--- config.mk ---
export PLATFORM = sky130hd
export DESIGN_NAME = pe_stream_mac_flat
export DESIGN_NICKNAME = d
export VERILOG_FILES = /design/src/rtl/pe_pkg.sv /design/src/rtl/pe_stream_mac_if.sv /design/src/rtl/pe_quant.sv /design/src/rtl/pe_stream_mac.sv /design/src/flat_wrapper.sv
export SDC_FILE = /design/constraint.sdc
export NUM_CORES = 1
export LEC_CHECK = 0
export CORE_UTILIZATION = 45
export CTS_CLUSTER_SIZE = 40
export DETAILED_ROUTE_END_ITERATION = 8
export GPL_ROUTABILITY_DRIVEN = 1
export PLACE_DENSITY = 0.73
export SLEW_MARGIN = 0
export SYNTH_ARGS = -nofsm -noshare
export SYNTH_HDL_FRONTEND = slang
export SYNTH_SLANG_ARGS = --single-unit
--- constraint.sdc ---
create_clock -name i_clk -period 10.37 [get_ports i_clk]
set_input_delay 1.037 -clock i_clk [delete_from_list [all_inputs] [get_ports i_clk]]
set_output_delay 1.037 -clock i_clk [all_outputs]
set_load 0.05 [all_outputs]
--- src/rtl/pe_pkg.sv ---
// Shared constants, FSM encoding and saturation helpers for the streaming MAC PE.
package pe_pkg;

  localparam int unsigned DW_DEF     = 8;
  localparam int unsigned AW_DEF     = 32;
  localparam int unsigned OW_DEF     = 8;
  localparam int unsigned SHW_DEF    = 5;
  localparam int unsigned FRAC_DEF   = 12;
  localparam int          THRESH_DEF = 64;

  // Working width for the generic saturation helpers; covers AW up to 63.
  localparam int unsigned SATW = 64;

  localparam logic [1:0] MODE_RELU = 2'b00;
  localparam logic [1:0] MODE_SIG  = 2'b01;
  localparam logic [1:0] MODE_RAW  = 2'b10;

  typedef logic [1:0] state_t;

  localparam state_t ST_IDLE = 2'd0;
  localparam state_t ST_ACC  = 2'd1;
  localparam state_t ST_ACT  = 2'd2;
  localparam state_t ST_OUT  = 2'd3;

  // Clamp x to a w-bit range: two's complement when is_signed, else [0, 2^w-1].
  function automatic logic signed [SATW-1:0] sat_ow(input logic signed [SATW-1:0] x,
                                                    input int unsigned w,
                                                    input logic is_signed);
    logic signed [SATW-1:0] one;
    logic signed [SATW-1:0] hi;
    logic signed [SATW-1:0] lo;
    one = SATW'(1);
    if (is_signed) begin
      hi = (one <<< (w - 1)) - one;
      lo = -hi - one;
    end else begin
      hi = (one <<< w) - one;
      lo = '0;
    end
    if (x > hi) return hi;
    if (x < lo) return lo;
    return x;
  endfunction

  function automatic logic signed [SATW-1:0] sat_aw(input logic signed [SATW-1:0] x,
                                                    input int unsigned w);
    return sat_ow(x, w, 1'b1);
  endfunction

endpackage

--- src/rtl/pe_stream_mac_if.sv ---
// Beat-in / result-out handshake bundle of the streaming MAC PE.
interface pe_stream_mac_if #(
  parameter int unsigned DW  = pe_pkg::DW_DEF,
  parameter int unsigned OW  = pe_pkg::OW_DEF,
  parameter int unsigned SHW = pe_pkg::SHW_DEF
);

  logic                  i_valid;
  logic                  o_ready;
  logic signed [DW-1:0]  i_data;
  logic signed [DW-1:0]  i_weight;
  logic                  i_last;
  logic [1:0]            i_mode;
  logic [SHW-1:0]        i_shift;
  logic                  o_valid;
  logic                  i_ready;
  logic [OW-1:0]         o_data;
  logic                  o_decision;
  logic                  o_ovf;

  modport slave (
    input  i_valid, i_data, i_weight, i_last, i_mode, i_shift, i_ready,
    output o_ready, o_valid, o_data, o_decision, o_ovf
  );

  modport master (
    output i_valid, i_data, i_weight, i_last, i_mode, i_shift, i_ready,
    input  o_ready, o_valid, o_data, o_decision, o_ovf
  );

endinterface

--- src/rtl/pe_quant.sv ---
// Combinational activation, shift-quantize and output saturation for one accumulator value.
// PE_QROUND_EN selects round-half-up quantization instead of truncation.
module pe_quant
  import pe_pkg::*;
#(
  parameter int unsigned AW     = AW_DEF,
  parameter int unsigned OW     = OW_DEF,
  parameter int unsigned SHW    = SHW_DEF,
  parameter int unsigned FRAC   = FRAC_DEF,
  parameter int          THRESH = THRESH_DEF
) (
  input  logic signed [AW-1:0] acc,
  input  logic [1:0]           mode,
  input  logic [SHW-1:0]       shift,
  output logic [OW-1:0]        data_c,
  output logic                 decision_c
);

  localparam int unsigned XW = AW + 1;
  localparam logic signed [XW-1:0] ONE  = XW'(1) << FRAC;
  localparam logic signed [XW-1:0] HALF = ONE >>> 1;

  logic                   is_raw;
  logic signed [XW-1:0]   acc_x;
  logic signed [XW-1:0]   sig_x;
  logic signed [XW-1:0]   sig_c;
  logic signed [XW-1:0]   act_x;
  logic signed [XW-1:0]   q_x;
  logic signed [SATW-1:0] sat_x;

  always_comb begin
    is_raw = (mode != MODE_RELU) && (mode != MODE_SIG);
    acc_x  = XW'(acc);
    sig_x  = (acc_x >>> 2) + HALF;
    sig_c  = sig_x;
    if (sig_x[XW-1]) begin
      sig_c = '0;
    end else if (sig_x > ONE) begin
      sig_c = ONE;
    end

    case (mode)
      MODE_RELU: act_x = acc_x[XW-1] ? '0 : acc_x;
      MODE_SIG:  act_x = sig_c;
      default:   act_x = acc_x;
    endcase

`ifdef PE_QROUND_EN
    // Beyond AW the half-LSB bias dominates any in-range value, so the rounded result is 0.
    if (shift == '0) begin
      q_x = act_x;
    end else if (32'(shift) > AW) begin
      q_x = '0;
    end else begin
      q_x = (act_x + (XW'(1) << (shift - SHW'(1)))) >>> shift;
    end
`else
    q_x = act_x >>> shift;
`endif

    sat_x      = sat_ow(SATW'(q_x), OW, is_raw);
    data_c     = OW'(sat_x);
    // sat_x already carries the signed or unsigned interpretation of data_c.
    decision_c = (sat_x >= SATW'(THRESH));
  end

endmodule

--- src/rtl/pe_stream_mac.sv ---
// Streaming signed MAC PE: accumulates a beat vector, applies activation + quantization, emits one result.
// Build option PE_QROUND_EN: round-half-up quantization (see pe_quant).
module pe_stream_mac
  import pe_pkg::*;
#(
  parameter int unsigned DW     = DW_DEF,
  parameter int unsigned AW     = AW_DEF,
  parameter int unsigned OW     = OW_DEF,
  parameter int unsigned SHW    = SHW_DEF,
  parameter int unsigned FRAC   = FRAC_DEF,
  parameter int          THRESH = THRESH_DEF
) (
  input logic             i_clk,
  input logic             i_rst,
  pe_stream_mac_if.slave  bus
);

  localparam int unsigned PW = 2 * DW;

  state_t                 state, state_d;
  logic signed [AW-1:0]   acc, acc_d;
  logic                   ovf, ovf_d;
  logic [1:0]             mode_q, mode_d;
  logic [SHW-1:0]         shift_q, shift_d;
  logic                   ready_q, ready_d;
  logic                   valid_q, valid_d;
  logic [OW-1:0]          data_q, data_d;
  logic                   dec_q, dec_d;
  logic                   ovf_out_q, ovf_out_d;

  logic                   beat;
  logic signed [PW-1:0]   prod;
  logic signed [SATW-1:0] sum_x;
  logic signed [SATW-1:0] sum_sat;
  logic [OW-1:0]          q_data_c;
  logic                   q_dec_c;

  pe_quant #(
    .AW     (AW),
    .OW     (OW),
    .SHW    (SHW),
    .FRAC   (FRAC),
    .THRESH (THRESH)
  ) u_quant (
    .acc        (acc),
    .mode       (mode_q),
    .shift      (shift_q),
    .data_c     (q_data_c),
    .decision_c (q_dec_c)
  );

  // Next-state and datapath decode
  always_comb begin
    state_d   = state;
    acc_d     = acc;
    ovf_d     = ovf;
    mode_d    = mode_q;
    shift_d   = shift_q;
    valid_d   = valid_q;
    data_d    = data_q;
    dec_d     = dec_q;
    ovf_out_d = ovf_out_q;

    beat    = bus.i_valid && ready_q;
    prod    = PW'(bus.i_data) * PW'(bus.i_weight);
    sum_x   = SATW'(acc) + SATW'(prod);
    sum_sat = sat_aw(sum_x, AW);

    case (state)
      ST_IDLE: begin
        if (beat) begin
          acc_d   = AW'(prod);
          mode_d  = bus.i_mode;
          shift_d = bus.i_shift;
          ovf_d   = 1'b0;
          state_d = bus.i_last ? ST_ACT : ST_ACC;
        end
      end
      ST_ACC: begin
        if (beat) begin
          acc_d = AW'(sum_sat);
          ovf_d = ovf || (sum_sat != sum_x);
          if (bus.i_last) state_d = ST_ACT;
        end
      end
      ST_ACT: begin
        data_d    = q_data_c;
        dec_d     = q_dec_c;
        ovf_out_d = ovf;
        state_d   = ST_OUT;
      end
      ST_OUT: begin
        // First OUT cycle raises o_valid; the result leaves on the following handshake.
        if (valid_q && bus.i_ready) begin
          valid_d = 1'b0;
          state_d = ST_IDLE;
        end else begin
          valid_d = 1'b1;
        end
      end
      default: state_d = ST_IDLE;
    endcase

    ready_d = (state_d == ST_IDLE) || (state_d == ST_ACC);
  end

  always_ff @(posedge i_clk) begin
    if (!i_rst) begin
      state     <= ST_IDLE;
      acc       <= '0;
      ovf       <= 1'b0;
      mode_q    <= MODE_RELU;
      shift_q   <= '0;
      ready_q   <= 1'b1;
      valid_q   <= 1'b0;
      data_q    <= '0;
      dec_q     <= 1'b0;
      ovf_out_q <= 1'b0;
    end else begin
      state     <= state_d;
      acc       <= acc_d;
      ovf       <= ovf_d;
      mode_q    <= mode_d;
      shift_q   <= shift_d;
      ready_q   <= ready_d;
      valid_q   <= valid_d;
      data_q    <= data_d;
      dec_q     <= dec_d;
      ovf_out_q <= ovf_out_d;
    end
  end

  assign bus.o_ready    = ready_q;
  assign bus.o_valid    = valid_q;
  assign bus.o_data     = data_q;
  assign bus.o_decision = dec_q;
  assign bus.o_ovf      = ovf_out_q;

endmodule

--- src/flat_wrapper.sv ---
// flat-port wrapper written by rule: the top's interface ports become plain ports
module pe_stream_mac_flat import pe_pkg::*;
#(
  parameter int unsigned DW     = DW_DEF,
  parameter int unsigned AW     = AW_DEF,
  parameter int unsigned OW     = OW_DEF,
  parameter int unsigned SHW    = SHW_DEF,
  parameter int unsigned FRAC   = FRAC_DEF,
  parameter int          THRESH = THRESH_DEF
)
  (i_clk, i_rst, bus_i_valid, bus_i_data, bus_i_weight, bus_i_last, bus_i_mode, bus_i_shift, bus_i_ready, bus_o_ready, bus_o_valid, bus_o_data, bus_o_decision, bus_o_ovf);
  pe_stream_mac_if #(.DW(DW), .OW(OW), .SHW(SHW)) bus_i ();
  input logic i_clk;
  input logic i_rst;
  input wire logic [$bits(bus_i.i_valid)-1:0] bus_i_valid;
  input wire logic [$bits(bus_i.i_data)-1:0] bus_i_data;
  input wire logic [$bits(bus_i.i_weight)-1:0] bus_i_weight;
  input wire logic [$bits(bus_i.i_last)-1:0] bus_i_last;
  input wire logic [$bits(bus_i.i_mode)-1:0] bus_i_mode;
  input wire logic [$bits(bus_i.i_shift)-1:0] bus_i_shift;
  input wire logic [$bits(bus_i.i_ready)-1:0] bus_i_ready;
  output wire logic [$bits(bus_i.o_ready)-1:0] bus_o_ready;
  output wire logic [$bits(bus_i.o_valid)-1:0] bus_o_valid;
  output wire logic [$bits(bus_i.o_data)-1:0] bus_o_data;
  output wire logic [$bits(bus_i.o_decision)-1:0] bus_o_decision;
  output wire logic [$bits(bus_i.o_ovf)-1:0] bus_o_ovf;
  assign bus_i.i_valid = bus_i_valid;
  assign bus_i.i_data = bus_i_data;
  assign bus_i.i_weight = bus_i_weight;
  assign bus_i.i_last = bus_i_last;
  assign bus_i.i_mode = bus_i_mode;
  assign bus_i.i_shift = bus_i_shift;
  assign bus_i.i_ready = bus_i_ready;
  assign bus_o_ready = bus_i.o_ready;
  assign bus_o_valid = bus_i.o_valid;
  assign bus_o_data = bus_i.o_data;
  assign bus_o_decision = bus_i.o_decision;
  assign bus_o_ovf = bus_i.o_ovf;
  pe_stream_mac #(.DW(DW), .AW(AW), .OW(OW), .SHW(SHW), .FRAC(FRAC), .THRESH(THRESH)) u_core (.i_clk(i_clk), .i_rst(i_rst), .bus(bus_i));
endmodule
After elaboration in Yosys (flattened, before gate mapping)
Cells that the tools add are included.
Widths: inputs -> output; s select.
{"block": "totals", "romBits": 0, "elab_cells": 74, "latchBits": 0, "regBits": 54, "mem_bits_rw": 0, "n_memories": 0}
{"block": "classes", "n_bitwise": 0, "n_mux": 33, "shift": 1, "n_mul": 1, "div_mod_pow": 0, "reduce_logical": 12, "order_cmp": 6, "add_sub_neg": 2, "n_eq_ne": 9}
{"operator": "$mux 64", "n": 9}
{"operator": "$mux 32", "n": 4}
{"operator": "$pmux 33 s2", "n": 1}
{"operator": "$ge 64x8->1 const B", "n": 1}
{"operator": "$gt 64x32->1 const B", "n": 1}
{"operator": "$lt 33x64->1", "n": 1}
{"operator": "$lt 64x32->1 const B", "n": 1}
{"operator": "$ne 64x64->1", "n": 1}
{"operator": "$pmux 32 s2", "n": 1}
{"operator": "$add 32x16->33", "n": 1}
{"operator": "$gt 33x9->1", "n": 1}
{"operator": "$sshr 33x5->33", "n": 1}
{"operator": "$add 30x13->31 const B", "n": 1}
{"operator": "$gt 31x14->1 const B", "n": 1}
{"operator": "$mux 31", "n": 1}
{"operator": "$mul 8x8->16", "n": 1}
{"operator": "$mux 2", "n": 5}
{"operator": "$mux 1", "n": 9}
{"operator": "$mux 8", "n": 1}
{"operator": "$pmux 2 s4", "n": 1}
{"operator": "$eq 2x1->1 const B", "n": 3}
{"operator": "$logic_not 2->1", "n": 3}
{"operator": "$ne 2x1->1 const B", "n": 3}
{"operator": "$eq 2x2->1 const B", "n": 2}
{"operator": "6 further kinds", "n": 10}

Longest topological paths before layout
{"block": "logic_depth", "depth_word": 12, "mapped_depth": 34, "ltp_nobuf": 33}

Modules after synthesis
Synthesis repeated with hierarchy kept, for this count alone.
{"block": "hier_totals", "hier_cells": 1376, "area_unflattened_um2": 10375.0}
{"mod": "pe_stream_mac", "n_inst": 1, "cells_per_inst": 816, "seq_area_each_um2": 1081.0, "area_per_inst_um2": 6657.6}
{"mod": "pe_quant", "n_inst": 1, "cells_per_inst": 560, "seq_area_each_um2": 0.0, "area_per_inst_um2": 3717.3}

Worst setup path before layout
No wires, ideal clock.
{"block": "synth_path", "path_type": "input-to-reg", "start": "input bus_i_data[3]", "end": "register u_core.acc[1]", "t_arrival_ps": 8951, "path_buffers": 1, "setup_slack_ps": 1360, "path_stages": 32, "path_cell_list": "and2_1 fa_1 inv_1 fa_1 inv_1 fa_1 inv_1 fa_1 inv_1 ha_1 inv_1 o21bai_1 a21oi_1 o21ai_0 a21oi_1 o21bai_1 a21oi_1 o21ai_0 xnor2_1 ha_1 and4_1 a21oi_1 nand2_1 a221o_1 o31ai_1 nand3_1 a311o_1 o32ai_1 nand2b_1 clkbuf_1 o221ai_1 nand2_1"}
{"block": "synth_between", "elab_chain_cells": 9}
{"element": "start: declaration", "line_no": "flat_wrapper.sv:16", "text": "input wire logic [$bits(bus_i.i_data)-1:0] bus_i_data;"}
{"element": "$mul 8x8->16 (*)", "line_no": "pe_stream_mac.sv:65", "text": "prod = PW'(bus.i_data) * PW'(bus.i_weight);"}
{"element": "$add 32x16->33 (*)", "line_no": "pe_stream_mac.sv:66", "text": "sum_x = SATW'(acc) + SATW'(prod);"}
{"element": "$lt 64x32->1", "line_no": "pe_pkg.sv:41", "text": "if (x < lo) return lo;"}
{"element": "$mux 1 (2 in series)", "line_no": "pe_pkg.sv:41"}
{"element": "$mux 64", "line_no": "pe_pkg.sv:42", "text": "return x;"}
{"element": "$mux 64 (*)", "line_no": "pe_pkg.sv:41"}
{"element": "$mux 32 (*)", "line_no": "pe_stream_mac.sv:80", "text": "if (beat) begin"}
{"element": "$pmux 32 s2 (*)", "line_no": "pe_stream_mac.sv:69", "text": "case (state)"}
{"element": "end signal: assignment", "line_no": "pe_stream_mac.sv:110", "text": "acc <= '0;"}
{"element": "end signal: assignment", "line_no": "pe_stream_mac.sv:121", "text": "acc <= acc_d;"}
{"element": "end: declaration", "line_no": "pe_stream_mac.sv:21", "text": "logic signed [AW-1:0] acc, acc_d;"}
Every way passes the cells marked *; elsewhere a longest branch is shown, timed or not. The select of a mux whose other input is x is not followed.
A chain may end at the register's enable or synchronous reset.

Final worst setup path
{"block": "layout_path", "start": "input bus_i_weight[7]", "end": "register u_core.acc[23]"}
{"block": "layout_between", "elab_chain_cells": 9}
{"element": "start: declaration", "line_no": "flat_wrapper.sv:17", "text": "input wire logic [$bits(bus_i.i_weight)-1:0] bus_i_weight;"}
{"element": "$mul 8x8->16 (*)", "line_no": "pe_stream_mac.sv:65"}
{"element": "$add 32x16->33", "line_no": "pe_stream_mac.sv:66"}
{"element": "$lt 64x32->1", "line_no": "pe_pkg.sv:41"}
{"element": "$mux 1 (2 in series)", "line_no": "pe_pkg.sv:41"}
{"element": "$mux 64", "line_no": "pe_pkg.sv:42"}
{"element": "$mux 64", "line_no": "pe_pkg.sv:41"}
{"element": "$mux 32", "line_no": "pe_stream_mac.sv:80"}
{"element": "$pmux 32 s2 (*)", "line_no": "pe_stream_mac.sv:69"}
Marks and branches as above.

==> summary.log <==
INFO  run_status     status=complete, no violations
INFO  logic_synthesis synthesis.yosys.warnings=0
INFO  placement      dpl-instance-area=10,400um^2
INFO  global_routing first_global_vias=9,096
INFO  clock_tree     clk_latency=0.30ns
INFO  logic_synthesis ys_async_sr_fraction=0%
INFO  logic_synthesis synthesis.area=9800um^2
INFO  pwr            switching_share=54.5%
INFO  pwr            cellLeakagePower=0.00449uW
INFO  setup_path     timing.setup.critical_path_class=input port to flip-flop
INFO  logic_synthesis synth_top_area_cell=sky130_fd_sc_hd__fa_1
INFO  final_layout   design.final.nets=1,482
INFO  setup_path     timing.critical_path.arrival=9.50ns
INFO  routing        detail_route.vias_per_cell=6.14
INFO  job            max_cap_violations=0
INFO  sta            hold_viol=0
INFO  clock_tree     clock_tree.buffer_depth=2
INFO  placement      dp_hpwl=21.7mm
INFO  setup_path     crit_required=10.59ns
INFO  routing        antenna_left=0
INFO  logic_synthesis synth_top_cell_area_share=11.4%
INFO  global_routing tot_gr_track_use=24.3%
INFO  setup_path     worst_r2r_path_cells=25
INFO  sta            drv_slew=0
INFO  pwr            clkPwrFrac=5.2%
INFO  setup_path     element_type_at_the_critical_path_start=input port
INFO  sta            setup-violations-final=0
INFO  routing        routed_length_on_met3=1.36mm
INFO  setup_path     timing.critical_path.to_type=flip-flop
INFO  worst_hold_path hold_removal_path_class=flip-flop to flip-flop
INFO  placement      gp_routability_congestion=0.988
INFO  routing        1st_pass_router_iterations=6
INFO  clock_tree     tritoncts=built
INFO  floorplan      design.portCount=40
INFO  routing        dr_wl_met2=13.1mm
INFO  pwr            seqPwrFrac=9.8%
INFO  setup_path     critical_path.startpoint=bus_i_weight[7]
INFO  logic_synthesis synth-edff-count=0
INFO  worst_hold_path startpoint_of_the_tightest_hold_check_path=u_core.bus.o_data[7]$_SDFFE_PN0P_
INFO  floorplan      floorplan.core_area=21,200um^2
INFO  final_layout   fillers=2,118
INFO  clock_tree     cts_repair_resize_count=0
INFO  logic_synthesis postSynthNetCount=1,486
INFO  logic_synthesis top_reg_cell_synth=sky130_fd_sc_hd__dfxtp_1
INFO  setup_path     crit_fanout=15
INFO  logic_synthesis synth-seq-cells=54
INFO  setup_path     cp-endpoint=u_core.acc[23]$_SDFFE_PN0P_
INFO  setup_path     crit-reg2reg-launch=u_core.acc[13]$_SDFFE_PN0P_
INFO  sta            timing.max_slew.rel_slack=25.3%
INFO  setup_path     cell_with_the_largest_stage_delay_on_the_worst_path=sky130_fd_sc_hd__clkdlybuf4s50_1
INFO  setup_path     timing.rr.end=u_core.bus.o_decision$_SDFFE_PN0P_
INFO  sta            holdWs=0.465ns
INFO  routing        topRoutingLayerUsed=met4
INFO  sta            tns=0ns
INFO  global_routing grt_max_degree=47
INFO  logic_synthesis synth_most_common_cell=sky130_fd_sc_hd__nand2_1
INFO  clock_tree     cts_made_buffers=5
INFO  pwr            total_switching_power=2070uW
INFO  logic_synthesis synth-seq-area-share=11.0%
INFO  logic_synthesis number_of_distinct_library_cells_after_synthesis=84
INFO  sta            final_period_util=89.5%
INFO  clock_tree     clk_slew_on_worst_s_h_paths=0.07ns
INFO  clock_tree     cts_hold_buffers=0
INFO  clock_tree     postCtsSetupBuffers=0
INFO  logic_synthesis syn_inst=1,313
INFO  global_routing grt_antenna_before_repair=0
INFO  routing        routed_wire_length_per_instance=17.3um
INFO  pwr            ir_worst_vdd=0.228mV
INFO  floorplan      num_rows=53
INFO  final_layout   post_route_cells_drive_above_1_share=5.57%
INFO  clock_tree     cts-htree-levels=2
INFO  setup_path     delay_of_the_slowest_cell_on_the_worst_path=0.63ns
INFO  logic_synthesis synth.cells.most_frequent=sky130_fd_sc_hd__nand2_1, sky130_fd_sc_hd__inv_1, sky130_fd_sc_hd__o21ai_0
INFO  setup_path     ff2ff_setup_slack=3.81ns
INFO  final_layout   layout.area.seq=1080um^2
INFO  final_layout   multiInputGateArea=8030um^2
INFO  sta            clock-skew-final=0.0142ns
INFO  clock_tree     cts_root_buffer=sky130_fd_sc_hd__clkbuf_16
INFO  floorplan      floorplan.die_area=22,400um^2
INFO  final_layout   post_layout_instance_area=10,600um^2
INFO  pwr            cell_internal_pwr=1720uW
INFO  logic_synthesis syn_area_per_cell=7.47um^2
INFO  pwr            combinational_power_share=85.0%
INFO  logic_synthesis yosys-top-cells-area=sky130_fd_sc_hd__fa_1, sky130_fd_sc_hd__ha_1, sky130_fd_sc_hd__dfxtp_1
INFO  routing        wirelength=27.3mm
INFO  floorplan      initial_cell_density_of_the_core=46.2%
INFO  clock_tree     clock-sinks=54
INFO  global_routing overflow=0
INFO  placement      port_buffers=39
INFO  floorplan      die-height=150um
INFO  routing        route.vias.total=9,737
INFO  routing        initialDrtViolationCount=707
INFO  sta            fin_crit_period=9.28ns
INFO  final_layout   area_growth=7.85%
INFO  sta            grt_setup_unrepaired=no
INFO  floorplan      die_x=150um
INFO  routing        detail_route.drc_violations=0
INFO  final_layout   antennaDiodeCount=0
INFO  sta            maxClockFrequency=0.108GHz
INFO  routing        wl_on_met1=11.9mm
INFO  pwr            p_per_area=358nW/um^2
INFO  global_routing first_pass_grt_wire_length=44.3mm
INFO  sta            max_slew.worst_pin.slew=1.11ns
## layer usage
layer | track usage (%) | vias up
met3 | 1.31 | 70
met5 | 0 | -
met4 | 10.6 | 0
met2 | 42.5 | 377
li1 | - | 4743
met1 | 30.8 | 4547
## registers in the layout, indices dropped and copies added (netlist names)
| register | count |
|---|---|
| u_core.ovf | 1 |
| u_core.bus.o_ovf | 1 |
| u_core.state | 2 |
| u_core.bus.o_valid | 1 |
| u_core.shift_q | 5 |
| u_core.acc | 32 |
| u_core.bus.o_decision | 1 |
| u_core.mode_q | 2 |
| u_core.bus.o_ready | 1 |
| u_core.bus.o_data | 8 |
## critical path: cells and delay by family
| kind | cells | cell delay [ns] |
|---|---|---|
| buffers and inverters | 8 | 1.64 |
| AO/OA/AOI/OAI | 15 | 2.86 |
| AND/OR/NAND/NOR | 5 | 0.75 |
| XOR/XNOR | 1 | 0.43 |
| adder cells (fa/ha/maj) | 6 | 2.74 |
## worst min-delay path by stage
stage	end	slack (ns)	depth (start not counted)
after floorplan	u_core.bus.o_ovf$_SDFFE_PN0P_	0.44	2
after global placement	u_core.bus.o_data[7]$_SDFFE_PN0P_	0.45	2
after detailed placement	u_core.bus.o_data[7]$_SDFFE_PN0P_	0.46	2
after CTS	u_core.bus.o_data[7]$_SDFFE_PN0P_	0.47	2
after global routing	u_core.bus.o_ovf$_SDFFE_PN0P_	0.51	2
final	u_core.bus.o_data[7]$_SDFFE_PN0P_	0.47	2
## area by class of cell
type	instances	share of cell area [%]
multi-input cells	1076	75.9
flip-flops and latches	54	10.2
repair buffers	55	4.83
inverters	117	4.15
well taps	275	3.25
clock buffers	5	1.18
clock inverters	3	0.450
## layout by cell type, fill, tap and decap left out, types with 28 or more instances in the layout
master / count
sky130_fd_sc_hd__inv_1: 116
sky130_fd_sc_hd__nand2_1: 139
sky130_fd_sc_hd__xnor2_1: 37
sky130_fd_sc_hd__a21oi_1: 101
sky130_fd_sc_hd__ha_1: 89
sky130_fd_sc_hd__dfxtp_1: 53
sky130_fd_sc_hd__o21ai_0: 103
sky130_fd_sc_hd__nand3_1: 28
sky130_fd_sc_hd__clkdlybuf4s50_1: 39
sky130_fd_sc_hd__fa_1: 56
sky130_fd_sc_hd__nor2_1: 70
sky130_fd_sc_hd__and2_1: 56
## logic make-up after synthesis
group	count (synthesis)	share of synthesized area, %
AOI/OAI and AO/OA	429	28.6
and+or+nand+nor	422	22.1
buffers and inverters	183	7.24
adders and majority gates	145	22.8
DFF	54	11.0
xor gates and xnor gates	48	4.29
muxes	32	3.96
## power by group through the flow
stage          Clock (uW)  Sequential (uW)  Combinational (uW)
5_1_grt               205              378                3590
3_5_place_dp            0              371                3180
3_3_place_gp            0              369                3150
6_report              197              370                3220
2_1_floorplan           0              317                2550
4_1_cts               200              366                3200
## stage by stage
stage          utilization (%)  std cells  total power [uW]  setup WS [ns]
2_1_floorplan                -       1313              2860           1.36
3_3_place_gp              49.0       1577              3520          0.962
3_5_place_dp              49.0       1577              3550          0.769
4_1_cts                   49.8       1585              3760           1.07
5_1_grt                   49.8       1585              4170          0.483
6_report                  49.8       1585              3790           1.09
Power figures use the tool's default switching activity.
